`src/rtl/control_sequencer_if.sv`:
```
// Signal bundle between the microcode sequencer and the rest of the 8-bit CPU.
// The sequencer side uses the master modport; datapath blocks and benches use the slave modport.
interface control_sequencer_if #(
    parameter int CW_WIDTH = 15,
    parameter int OP_WIDTH = 4
);
    logic [OP_WIDTH-1:0] opcode;
    logic                cf;
    logic                zf;
    logic [CW_WIDTH-1:0] out;
    logic [2:0]          tstate;
    logic                halted;

    modport master (
        input  opcode,
        input  cf,
        input  zf,
        output out,
        output tstate,
        output halted
    );

    modport slave (
        output opcode,
        output cf,
        output zf,
        input  out,
        input  tstate,
        input  halted
    );
endinterface

```
`src/rtl/control_sequencer.sv`:
```
// Microcode sequencer: walks the T-state counter for fetch and execute and
// produces the 15-bit control word consumed by the PC/MAR/RAM/A/B/ALU/output blocks.
module control_sequencer (
    input logic                  clk,
    input logic                  clear,
    control_sequencer_if.master  bus
);

    typedef enum logic [2:0] {
        T0   = 3'd0,
        T1   = 3'd1,
        T2   = 3'd2,
        T3   = 3'd3,
        T4   = 3'd4,
        HALT = 3'd7
    } state_t;

    typedef enum logic [3:0] {
        OP_NOP = 4'h0,
        OP_LDA = 4'h1,
        OP_ADD = 4'h2,
        OP_SUB = 4'h3,
        OP_STA = 4'h4,
        OP_LDI = 4'h5,
        OP_JMP = 4'h6,
        OP_JC  = 4'h7,
        OP_JZ  = 4'h8,
        OP_OUT = 4'hE,
        OP_HLT = 4'hF
    } op_t;

    // Field order is the control-word bit map, bit 14 first.
    typedef struct packed {
        logic cp;
        logic ep;
        logic lp;
        logic n_lma;
        logic n_lmd;
        logic n_ce;
        logic n_lr;
        logic n_li;
        logic n_ei;
        logic n_la;
        logic ea;
        logic sub;
        logic eu;
        logic n_lb;
        logic n_lo;
    } cw_t;

    // All active-low strobes released, all active-high strobes off.
    localparam cw_t CW_IDLE = 15'h0FE3;

    state_t     state;
    state_t     state_nxt;
    logic [3:0] op_q;
    cw_t        cw;

    // The IR value seen in T2 defines the whole instruction, so it is held for T3/T4.
    // NOTE: sequential state is updated with non-blocking assignments so every
    // register samples its inputs from the same pre-edge values.
    always_ff @(posedge clk) begin
        if (clear) begin
            state <= T0;
            op_q  <= OP_NOP;
        end else begin
            state <= state_nxt;
            if (state == T2) begin
                op_q <= bus.opcode;
            end
        end
    end

    // NOTE: every signal driven here gets a default first, so no path through the
    // case statements can leave it unassigned and infer a latch.
    always_comb begin
        state_nxt = state;
        cw        = CW_IDLE;

        case (state)
            T0: begin
                cw.ep     = 1'b1;
                cw.n_lma  = 1'b0;
                state_nxt = T1;
            end

            T1: begin
                cw.n_ce   = 1'b0;
                cw.n_li   = 1'b0;
                cw.cp     = 1'b1;
                state_nxt = T2;
            end

            T2: begin
                state_nxt = T0;
                case (bus.opcode)
                    OP_LDA, OP_ADD, OP_SUB, OP_STA: begin
                        cw.n_ei   = 1'b0;
                        cw.n_lma  = 1'b0;
                        state_nxt = T3;
                    end
                    OP_LDI: begin
                        cw.n_ei = 1'b0;
                        cw.n_la = 1'b0;
                    end
                    OP_JMP: begin
                        cw.n_ei = 1'b0;
                        cw.lp   = 1'b1;
                    end
                    OP_JC: begin
                        if (bus.cf) begin
                            cw.n_ei = 1'b0;
                            cw.lp   = 1'b1;
                        end
                    end
                    OP_JZ: begin
                        if (bus.zf) begin
                            cw.n_ei = 1'b0;
                            cw.lp   = 1'b1;
                        end
                    end
                    OP_OUT: begin
                        cw.ea   = 1'b1;
                        cw.n_lo = 1'b0;
                    end
                    OP_HLT: begin
                        state_nxt = HALT;
                    end
                    default: begin
                        // NOP and the unassigned opcodes 9-D: an idle T2 only.
                        state_nxt = T0;
                    end
                endcase
            end

            T3: begin
                state_nxt = T0;
                case (op_q)
                    OP_LDA: begin
                        cw.n_ce = 1'b0;
                        cw.n_la = 1'b0;
                    end
                    OP_ADD, OP_SUB: begin
                        cw.n_ce   = 1'b0;
                        cw.n_lb   = 1'b0;
                        state_nxt = T4;
                    end
                    OP_STA: begin
                        cw.ea     = 1'b1;
                        cw.n_lmd  = 1'b0;
                        state_nxt = T4;
                    end
                    default: begin
                        state_nxt = T0;
                    end
                endcase
            end

            T4: begin
                state_nxt = T0;
                case (op_q)
                    OP_ADD: begin
                        cw.eu   = 1'b1;
                        cw.n_la = 1'b0;
                    end
                    OP_SUB: begin
                        cw.eu   = 1'b1;
                        cw.sub  = 1'b1;
                        cw.n_la = 1'b0;
                    end
                    OP_STA: begin
                        cw.n_lr = 1'b0;
                    end
                    default: begin
                        state_nxt = T0;
                    end
                endcase
            end

            HALT: begin
                state_nxt = HALT;
            end

            default: begin
                state_nxt = T0;
            end
        endcase

        // Clear overrides the decoded word in the same cycle it is asserted.
        if (clear) begin
            cw        = CW_IDLE;
            state_nxt = T0;
        end
    end

    assign bus.out    = cw;
    assign bus.tstate = state;
    assign bus.halted = (state == HALT);

endmodule

```
`src/flat_wrapper.sv`:
```
// flat-port wrapper written by rule: the top's interface ports become plain ports
module control_sequencer_flat 
  (clk, clear, bus_opcode, bus_cf, bus_zf, bus_out, bus_tstate, bus_halted);
  control_sequencer_if bus_i ();
  input logic clk;
  input logic clear;
  input wire logic [$bits(bus_i.opcode)-1:0] bus_opcode;
  input wire logic [$bits(bus_i.cf)-1:0] bus_cf;
  input wire logic [$bits(bus_i.zf)-1:0] bus_zf;
  output wire logic [$bits(bus_i.out)-1:0] bus_out;
  output wire logic [$bits(bus_i.tstate)-1:0] bus_tstate;
  output wire logic [$bits(bus_i.halted)-1:0] bus_halted;
  assign bus_i.opcode = bus_opcode;
  assign bus_i.cf = bus_cf;
  assign bus_i.zf = bus_zf;
  assign bus_out = bus_i.out;
  assign bus_tstate = bus_i.tstate;
  assign bus_halted = bus_i.halted;
  control_sequencer u_core (.clk(clk), .clear(clear), .bus(bus_i));
endmodule
```
`config.mk`:
```
export PLATFORM = sky130hd
export DESIGN_NAME = control_sequencer_flat
export DESIGN_NICKNAME = d
export VERILOG_FILES = /design/src/rtl/control_sequencer_if.sv /design/src/rtl/control_sequencer.sv /design/src/flat_wrapper.sv
export SDC_FILE = /design/constraint.sdc
export NUM_CORES = 1
export LEC_CHECK = 0
export BUFFER_PORTS_ARGS = -buffer_cell sky130_fd_sc_hd__clkbuf_2
export CAP_MARGIN = 20
export CORE_AREA = 2 2 39 41
export CTS_BUF_LIST = sky130_fd_sc_hd__clkbuf_4
export DETAILED_ROUTE_END_ITERATION = 10
export DIE_AREA = 0 0 41 43
export PLACE_DENSITY = 0.9
export SYNTH_ARGS = -nofsm -noshare
export SYNTH_HDL_FRONTEND = slang
export SYNTH_SLANG_ARGS = --single-unit
```
`constraint.sdc`:
```
create_clock -name clk -period 2.1 [get_ports clk]
set_clock_uncertainty 0.15 [all_clocks]
set_input_delay 0.105 -clock clk [delete_from_list [all_inputs] [get_ports clk]]
set_output_delay 0.105 -clock clk [all_outputs]
set_load 0.01 [all_outputs]
```
* Word-level counts from Yosys, hierarchy flattened
Cells that the tools add are included.
** Word-level totals
- Word-level logic and storage cells :: 62
- Bits in read-only memories :: 0
- Latch bits :: 0
- Output and inout bits :: 19
- Bits in writable memories :: 0
- Register bits after elaboration :: 7
- Memories kept :: 0
** Operators by class
- Shifts and indexed selects :: 0
- Multipliers :: 0
- Equal/unequal tests :: 19
- Reductions and logical operators :: 6
- Order comparisons :: 0
- Bitwise logic cells :: 0
- Mux-type cells :: 35
- Div/mod/pow operators :: 0
- $add $sub $neg :: 0
** Operators with widths (count)
- two-way mux 1 bit :: 24
- == test 4 x 3 -> 1 bit (second input constant) :: 5
- == test 4 x 2 -> 1 bit (second input constant) :: 4
- two-way mux 15 bit :: 1
- case mux 3 bit (5 select lines) :: 1
- == test 4 bit (second input constant) :: 3
- case mux 1 bit (3 select lines) :: 3
- == test 4 x 1 -> 1 bit (second input constant) :: 2
- == test 3 x 2 -> 1 bit (second input constant) :: 2
- == test 3 bit (second input constant) :: 2
- case mux 1 bit (2 select lines) :: 3
- case mux 3 bit (2 select lines) :: 1
- OR reduction 3 bit :: 2
- OR reduction 6 bit :: 1
- OR reduction 4 bit :: 1
- == test 3 x 1 -> 1 bit (second input constant) :: 1
- logical NOT 3 bit :: 1
- two-way mux 3 bit :: 1
- two-way mux 2 bit :: 1
- OR reduction 2 bit :: 1

* Depth between registers and ports, before layout
Gate-level depths: netlist (run 1).
- Word-level depth :: 5
- Mapped depth :: 4

* Worst setup path after synthesis (run 1)
OpenSTA, ideal clock, no wires.
- Kind :: register to output
- Start :: reg u_core.state[1] (netlist: u_core.bus.tstate[1])
- End :: out bus_out[0]
- Setup slack :: 0.537 ns
- Path buffers :: 0
- Stages on the path, launching flop included :: 4
- Required time :: 1.845 ns
- Data arrival time :: 1.308 ns
- Cell sequence :: dfxtp_1 -> nor3b_4 -> nand2b_2 -> or3_1
** On the way
- Longest elaborated chain between the ends :: 3
** RTL lines
- start, declared :: RTL line control_sequencer.sv:54 : state_t state;
- start signal, assigned :: RTL line control_sequencer.sv:67 : state <= state_nxt;
- == test 3 x 2 -> 1 bit :: RTL line control_sequencer.sv:80 : case (state)
- two-way mux 1 bit :: RTL line control_sequencer.sv:80
- two-way mux 15 bit :: RTL line control_sequencer.sv:190 : if (clear) begin
- end, declared :: RTL line flat_wrapper.sv:10 : output wire logic [$bits(bus_i.out)-1:0] bus_out;
No other way between the ends.

* Worst setup path in the final report (run 1)
Ends and elaborated chain as after synthesis.

==> impl_metrics.yaml, run 1 <==
setup_path:
  worstPathRequired_ns: 1.85
  worstPathMaxFanout: 17
  regToRegSetupSlack_ns: 0.47
  endpoint_kind: "output port"
  start_kind: "flop"
  path_cells: "nor3b_4 > nand2b_2 > or3_1 > clkbuf_2"
  reg2reg_depth: 4
  crit_slowest_cell: "dfxtp_1"
  crit-reg2reg-launch: "u_core.bus.tstate[1]"
  critPathTopFamily: "simple AND/OR/NAND/NOR gates"
  max_stage_delay_ns: 0.62
  critPathArrivalTime_ns: 1.74
  worstSetupPathType: "reg -> out"
  timing.rr.end: "u_core.op_q[3]"
  cp_num_buf_inv: 1
timing:
  setup_viol: 0
  rsz0062_at_grt: "no"
  slew_headroom_pct: 58.1
  finalSetupTns_ns: 0
  max_freq_mhz: 502
  slew_violations: 0
  fin_crit_sh_pct: 94.9
  worst_pin_slew_ns: 0.620
  hold_violations: 0
  fin_crit_ns: 1.99
floorplanning:
  die_y_um: 43
  initial_core_util_pct: 48.0
  io_pins: 27
  core_um2: 1380
  die-area_um2: 1760
  rows: 14
  die_w_um: 41
routing:
  drt-pass1-iter-count: 4
  viasPerCell: 6.08
  remaining_drc_errors: 0
  via_count: 766
  first_iter_violations: 25
  wire_per_inst_um: 13.5
  wl_um: 1700
  ant_nets: 0
power_and_ir_drop:
  ir_drop_mv: 0.264
  power.density_nw_per_um2: 564
  p_leak_nw: 0.338
clocking:
  postCtsSetupBuffers: 0
  cts_tree: "built"
  worst_skew_pair.late_latency_ns: 0.26
  cts_buffers: 3
  ctsRootBufferMaster: "clkbuf_4"
  clockBufferDepth: 2
  path_clk_slew_ns: 0.06
  cts_resized: 0
  clkSinkCount: 7
  h-tree-depth: 1
  cts_hold_buf: 0
logic_synthesis:
  ys_types: 42
  syn_nets: 94
  synth_cells: 86
  ys_seq_area_share_pct: 21.1
  yosysWarnings: 0
  synth_seq_cells: 7
  synth.cell_area_um2: 664
  syn_area_per_cell_um2: 7.73
finish:
  post-route-util_pct: 59.4
  n_fill_cell: 121
  fin_cells: 126
  n_antenna_cell: 0
  final_common_cell: "clkbuf_2"
  layout-area-overhead-vs-synth_pct: 23.7
  drive_above_1_share_pct: 33.6
  final_cell_mix: "clkbuf_2, nor2_1, nand2_1, dfxtp_1, mux2i_1"
  nNetsFinal: 119
grt:
  grt_pass1_vias: 647
  antenna_found_initial: 0
  grt_max_degree: 18
  grtUsageTotal_pct: 23.0
  grt_pass1_wl_um: 2750
  globalRouteOverflowTotal: 0
job:
  cap_violations: 0
run_status:
  status: "complete, no violations"
place:
  dp_cells: 122
  portBuffers: 26
  dp_hpwl_um: 1270
  place.gp.congestion: 0.742
worst_hold_path:
  holdCritStartpoint: "clear"
  hold_end: "u_core.bus.tstate[2]"
  holdPathStages: 2
  hold_path_class: "in -> reg"
-- metrics by stage --
stage | hold WS, ns | power [mW] | worst slack (ns) | instance area, um^2
2_1_floorplan | 0.180 | 0.285 | 0.537 | 664
3_3_place_gp | 0.297 | 0.329 | 0.454 | 795
3_5_place_dp | 0.313 | 0.337 | 0.415 | 795
4_1_cts | 0.0345 | 0.465 | 0.120 | 822
5_1_grt | 0.0751 | 0.493 | 0.0238 | 822
6_report | 0.0390 | 0.463 | 0.108 | 822
-- state kept, by name, indices dropped and copies added, names as in the netlist --
register           cells
u_core.bus.tstate      3
u_core.op_q            4
-- cell type report --
| cell class | instances | area, um^2 | area share, % |
|---|---|---|---|
| multi-input cells | 69 | 482 | 58.6 |
| repair buffers | 28 | 145 | 17.7 |
| flip-flops and latches | 7 | 140 | 17.0 |
| clock buffers | 3 | 22.5 | 2.74 |
| well taps | 16 | 20.0 | 2.44 |
| inverters | 2 | 7.51 | 0.913 |
| clock inverters | 1 | 5.00 | 0.609 |
-- worst reg2reg max path: stages, from the launching register on --
cell,delay (ns)
dfxtp_1,0.62
nor3b_4,0.30
buf_4,0.19
mux2i_1,0.19
nor2_1,0.05
-- cell usage after synthesis (all sizes together) --
cell,n,area (um^2)
a21o,1,7.51
buf,5,23.8
mux2i,4,40.0
o41ai,1,16.3
a21oi,3,15.0
nor3b,4,41.3
o32ai,1,8.76
or2,1,6.26
clkbuf,3,11.3
or3b,1,8.76
nand3,1,5.00
a211o,1,8.76
o21bai,1,7.51
and3,3,18.8
nor4b,3,26.3
nand4bb,1,11.3
nor4bb,1,10.0
o21a,1,7.51
mux2,1,11.3
and2,1,6.26
nor2,8,30.0
and3b,1,8.76
and4,1,8.76
nand2b,3,21.3
nand3b,1,7.51
a311oi,1,8.76
a2111o,1,11.3
dfxtp,7,140
nor2b,3,18.8
nor3,1,5.00
a311o,1,10.0
o31ai,1,7.51
nand4,2,12.5
nor4,2,12.5
a31oi,3,18.8
or3,2,12.5
inv,2,7.51
o21ai,1,5.00
nand2,7,26.3
-- kinds of logic (layout without fill, tap and decap cells) --
kind of cell | after synthesis | after routing | synth area share, %
simple gates | 47 | 47 | 44.8
compound gates | 17 | 17 | 20.0
buf+inv | 10 | 34 | 6.40
flops | 7 | 7 | 21.1
mux | 5 | 5 | 7.72
-- worst max-delay path by stage --
| stage | startpoint | cells past startpoint | end |
|---|---|---|---|
| 2_1_floorplan | u_core.bus.tstate[1] | 3 | bus_out[0] |
| 3_3_place_gp | u_core.bus.tstate[1] | 4 | bus_out[0] |
| 3_5_place_dp | u_core.bus.tstate[1] | 4 | bus_out[0] |
| 4_1_cts | u_core.bus.tstate[1] | 4 | bus_out[0] |
| 5_1_grt | u_core.bus.tstate[1] | 4 | bus_out[0] |
| 6_report | u_core.bus.tstate[1] | 4 | bus_out[0] |
-- layer usage --
layer | track usage (%) | wire (um) | vias to the layer above
met2 | 33.4 | 831 | 31
met5 | 0 | 0 | -
met4 | 14.0 | 44 | 0
met3 | 3.14 | 95 | 5
li1 | - | - | 368
met1 | 30.6 | 731 | 362
-- report_power, final --
| group | internal (mW) | total, mW | switching [mW] | leakage, nW |
|---|---|---|---|---|
| clock network | 0.0700 | 0.128 | 0.0578 | 0.0177 |
| logic | 0.0727 | 0.152 | 0.0794 | 0.263 |
| registers | 0.146 | 0.184 | 0.0378 | 0.0572 |
Power figures use the tool's default switching activity.
==> run 2: changes to the inputs <==
- REMOVE_ABC_BUFFERS: not set -> 1
==> run 2 against run 1 <==
Compared with the run above: setup slack improved by 0.055 ns; clock power rose by 7%; final cell count did not move; total power rose by 1.9%; core utilization rose by 0.27 points; cell area rose by 0.46%; critical endpoint is now bus_out[5]; via count fell by 0.13%; combinational power barely moved; register-to-register slack improved by 0.16 ns; hold slack got worse by 0.0062 ns; sequential power barely moved.
==> impl_metrics.yaml, run 2 (synthesis results as in run 1) <==
run_status:
  status: "complete, no violations"
clocking:
  cts_tree: "built"
  ctsRootBufferMaster: "clkbuf_4"
  clockBufferDepth: 2
  h-tree-depth: 1
  worst_skew_pair.late_latency_ns: 0.26
  clkSinkCount: 7
  cts_hold_buf: 0
  cts_buffers: 3
  path_clk_slew_ns: 0.05
  cts_resized: 0
  postCtsSetupBuffers: 0
setup_path:
  cp_num_buf_inv: 2
  max_stage_delay_ns: 0.64
  worstPathRequired_ns: 1.85
  critPathTopFamily: "flip-flops"
  start_kind: "flop"
  crit_slowest_cell: "dfxtp_1"
  endpoint_kind: "output port"
  critPathArrivalTime_ns: 1.68
  path_cells: "nor3b_4 > buf_4 > a2111o_1 > clkbuf_2"
  worstSetupPathType: "reg -> out"
  worstPathMaxFanout: 16
timing:
  max_freq_mhz: 516
  slew_violations: 0
  hold_violations: 0
  fin_crit_ns: 1.94
  fin_crit_sh_pct: 92.2
  finalSetupTns_ns: 0
  worst_pin_slew_ns: 0.610
  slew_headroom_pct: 58.7
  setup_viol: 0
  rsz0062_at_grt: "no"
finish:
  final_cell_mix: "clkbuf_2, nor2_1, nand2_1, dfxtp_1"
  n_antenna_cell: 0
  final_cell_area_um2: 826
  top_register: "u_core.op_q"
  largest_register_ffs: 4
  drive_above_1_share_pct: 34.5
  nNetsFinal: 119
  layout-area-overhead-vs-synth_pct: 24.3
  final_common_cell: "clkbuf_2"
worst_hold_path:
  hold_path_class: "in -> reg"
routing:
  remaining_drc_errors: 0
  wire_per_inst_um: 13.0
  via_count: 765
  ant_nets: 0
  first_iter_violations: 26
  viasPerCell: 6.07
  wl_um: 1640
  drt-pass1-iter-count: 4
grt:
  grtUsageTotal_pct: 22.6
  globalRouteOverflowTotal: 0
  grt_pass1_vias: 639
  antenna_found_initial: 0
  grt_max_degree: 18
  grt_pass1_wl_um: 2730
job:
  cap_violations: 0
power_and_ir_drop:
  design_power_total_mw: 0.472
  power.density_nw_per_um2: 572
  ir_drop_mv: 0.361
  p_leak_nw: 0.339
floorplanning:
  die-area_um2: 1760
  die_y_um: 43
  core_um2: 1380
  io_pins: 27
  rows: 14
  die_w_um: 41
  initial_core_util_pct: 48.0
place:
  place.gp.congestion: 0.778
  placed_area_um2: 795
  portBuffers: 26
  dp_hpwl_um: 1260
run 2: per-layer routing:
metal / vias to the layer above / track usage, % / share of wire, %
met3: 5 / 4.71 / 9.2
met4: 0 / 12.0 / 2.4
met1: 338 / 27.2 / 40
met5: - / 0 / 0
li1: 375 / - / -
met2: 47 / 35.6 / 48
run 2: final timing paths:
path                              from                   end  slack (ns)  depth (start not counted)
hold / removal                   clear  u_core.bus.tstate[2]        0.03                          2
setup reg to reg  u_core.bus.tstate[0]        u_core.op_q[3]        0.63                          4
hold reg to reg         u_core.op_q[0]        u_core.op_q[0]        0.42                          2
setup / recovery  u_core.bus.tstate[0]            bus_out[5]        0.16                          4
run 2: where the power goes:
group          switching [mW]  internal [mW]  total, mW
Clock                  0.0518         0.0855      0.137
Sequential             0.0368          0.147      0.184
Combinational          0.0785         0.0727      0.151
Total                   0.167          0.305      0.472
run 2: through the flow:
stage | util (%) | hold slack [ns] | instances | worst slack (ns)
after floorplan | - | 0.0241 | 78 | 0.368
after global placement | 57.4 | 0.312 | 122 | 0.457
after detailed placement | 57.4 | 0.299 | 122 | 0.412
after CTS | 59.6 | 0.0278 | 126 | 0.138
after global routing | 59.7 | 0.0521 | 126 | 0.0434
final | 59.7 | 0.0329 | 126 | 0.163
run 2: cell type report:
class | instances | area [um^2]
Sequential cell | 7 | 141
Fill cell | 122 | 558
Tap cell | 16 | 20.0
Inverter | 2 | 7.51
Clock buffer | 4 | 30.0
Multi-Input combinational cell | 69 | 482
Timing Repair Buffer | 28 | 145
run 2: worst reg2reg max path: stages, from the launching register on:
cell     delay [ns]
dfxtp_1        0.46
nor3b_4        0.28
buf_4          0.19
mux2i_1        0.20
nor2_1         0.06
==> run 3: changes to the inputs <==
==> constraint.sdc (replaced) <==
create_clock -name clk -period 2.1 [get_ports clk]
set_clock_uncertainty 0.15 [all_clocks]
set_input_delay 0.42 -clock clk [delete_from_list [all_inputs] [get_ports clk]]
set_output_delay 0.42 -clock clk [all_outputs]
set_load 0.01 [all_outputs]
==> run 3 against run 2 <==
Compared with the run above: sequential share of layout area fell by 1.7 points; non-clock buffer count rose by 10; fmax fell by 6.5%; global-route usage fell by 0.88 points; sequential cell count did not move; register-to-register slack barely moved; hold slack improved by 0.31 ns; largest cell class unchanged; cell area rose by 14%; via count rose by 5.1%; critical path depth did not move.
==> impl_metrics.yaml, run 3 (synthesis results as in run 1) <==
finish:
  largest_register_ffs: 4
  final_cell_mix: "clkbuf_2, buf_4, nor2_1, nand2_1"
  drive_above_1_share_pct: 45.8
  post-route-util_pct: 68.0
  final_common_cell: "clkbuf_2"
  top_register: "u_core.op_q"
  layout-area-overhead-vs-synth_pct: 41.6
  nNetsFinal: 129
  fin_cells: 136
  n_antenna_cell: 0
timing:
  finalWorstSetupSlack_ns: 0.0287
  max_freq_mhz: 483
  hold_violations: 0
  fin_crit_ns: 2.07
  setup_viol: 0
  slew_violations: 0
  fin_crit_sh_pct: 98.6
  slew_headroom_pct: 62.1
  rsz0062_at_grt: "yes"
  worst_pin_slew_ns: 0.563
setup_path:
  critPathArrivalTime_ns: 1.50
  crit_path_start: "u_core.bus.tstate[1]"
  worstPathMaxFanout: 5
  start_kind: "flop"
  reg2reg_depth: 5
  worstPathRequired_ns: 1.53
  worstSetupPathType: "reg -> out"
  endpoint_kind: "output port"
  crit-reg2reg-launch: "u_core.bus.tstate[1]"
  regToRegSetupSlack_ns: 0.64
  timing.rr.end: "u_core.op_q[3]"
place:
  dp_hpwl_um: 1300
  place_ws_ns: -0.0519
  portBuffers: 26
  dp_cells: 131
  place.gp.congestion: 0.749
clocking:
  path_clk_slew_ns: 0.06
  cts_buffers: 3
  clockBufferDepth: 2
  ctsRootBufferMaster: "clkbuf_4"
  cts_tree: "built"
  cts_hold_buf: 0
  h-tree-depth: 1
  clkSinkCount: 7
  worst_skew_pair.late_latency_ns: 0.27
floorplanning:
  die_w_um: 41
  core_um2: 1380
  die-area_um2: 1760
  die_y_um: 43
  io_pins: 27
  rows: 14
  initial_core_util_pct: 48.0
routing:
  wire_per_inst_um: 13.7
  via_count: 804
  drt-pass1-iter-count: 4
  viasPerCell: 5.91
  wl_um: 1860
  first_iter_violations: 23
  ant_nets: 0
  remaining_drc_errors: 0
grt:
  grt_pass1_vias: 659
  grtUsageTotal_pct: 21.8
  antenna_found_initial: 0
  grt_max_degree: 14
  globalRouteOverflowTotal: 0
  grt_pass1_wl_um: 2690
power_and_ir_drop:
  power_frac_seq_pct: 34.6
  p_comb_share_pct: 39.1
  swShare_pct: 37.9
  p_leak_nw: 0.401
  p_int_mw: 0.314
  ir_drop_mv: 0.281
  switchingPower_mw: 0.191
  power.density_nw_per_um2: 536
  power_frac_clock_pct: 26.3
  design_power_total_mw: 0.505
job:
  cap_violations: 0
worst_hold_path:
  holdPathStages: 2
  hold_end: "u_core.bus.tstate[0]"
  holdCritStartpoint: "clear"
  hold_path_class: "in -> reg"
run_status:
  status: "complete, no violations"
==> run 3: how the worst max path moves through the flow <==
stage	endpoint	slack (ns)	depth (start not counted)
2_1_floorplan	bus_out[0]	0.05	3
3_3_place_gp	bus_out[6]	-0.02	5
3_5_place_dp	bus_out[6]	-0.05	5
4_1_cts	bus_out[6]	0.006	5
5_1_grt	bus_out[0]	-0.01	4
6_report	bus_out[0]	0.03	4
==> run 3: layout make-up <==
type,instances,area (um^2)
repair buffers,38,220
fillers,121,443
flip-flops and latches,7,145
clock buffers,3,22.5
multi-input cells,69,520
inverters,2,7.51
clock inverters,1,5.00
well taps,16,20.0
==> run 3: repair_timing <==
| item | 4_1_cts | 5_1_grt |
|---|---|---|
| pin swaps | 1 | 1 |
| buffers inserted | 0 | 1 |
| gates resized for setup | 5 | 6 |
| endpoints found under the setup margin | 5 | 4 |
==> run 3: critical path: stages (launching register included) <==
cell and delay (ns):
dfxtp_1 0.39, nor3b_4 0.27, nand2b_2 0.12, or3_1 0.32, clkbuf_2 0.14
==> run 3: layer usage <==
metal / track usage, % / vias to the layer above / part of all wire [%]
li1: - / 392 / -
met2: 34.1 / 40 / 48
met5: 0 / - / 0
met3: 1.57 / 3 / 6.1
met4: 12.0 / 0 / 1.3
met1: 27.9 / 369 / 45
==> run 3: power by group through the flow <==
stage,logic (mW),registers (mW),clock network (mW)
4_1_cts,0.187,0.171,0.132
2_1_floorplan,0.0892,0.181,0
5_1_grt,0.215,0.177,0.136
3_3_place_gp,0.178,0.171,0
6_report,0.197,0.175,0.133
3_5_place_dp,0.185,0.172,0
==> run 3: per-stage QoR <==
| step | cell area [um^2] | hold slack [ns] | setup TNS, ns |
|---|---|---|---|
| 2_1_floorplan | 629 | 0.339 | 0 |
| 6_report | 941 | 0.339 | 0 |
| 3_3_place_gp | 862 | 0.400 | -0.0170 |
| 3_5_place_dp | 862 | 0.421 | -0.0519 |
| 5_1_grt | 941 | 0.354 | -0.0214 |
| 4_1_cts | 908 | 0.332 | 0 |
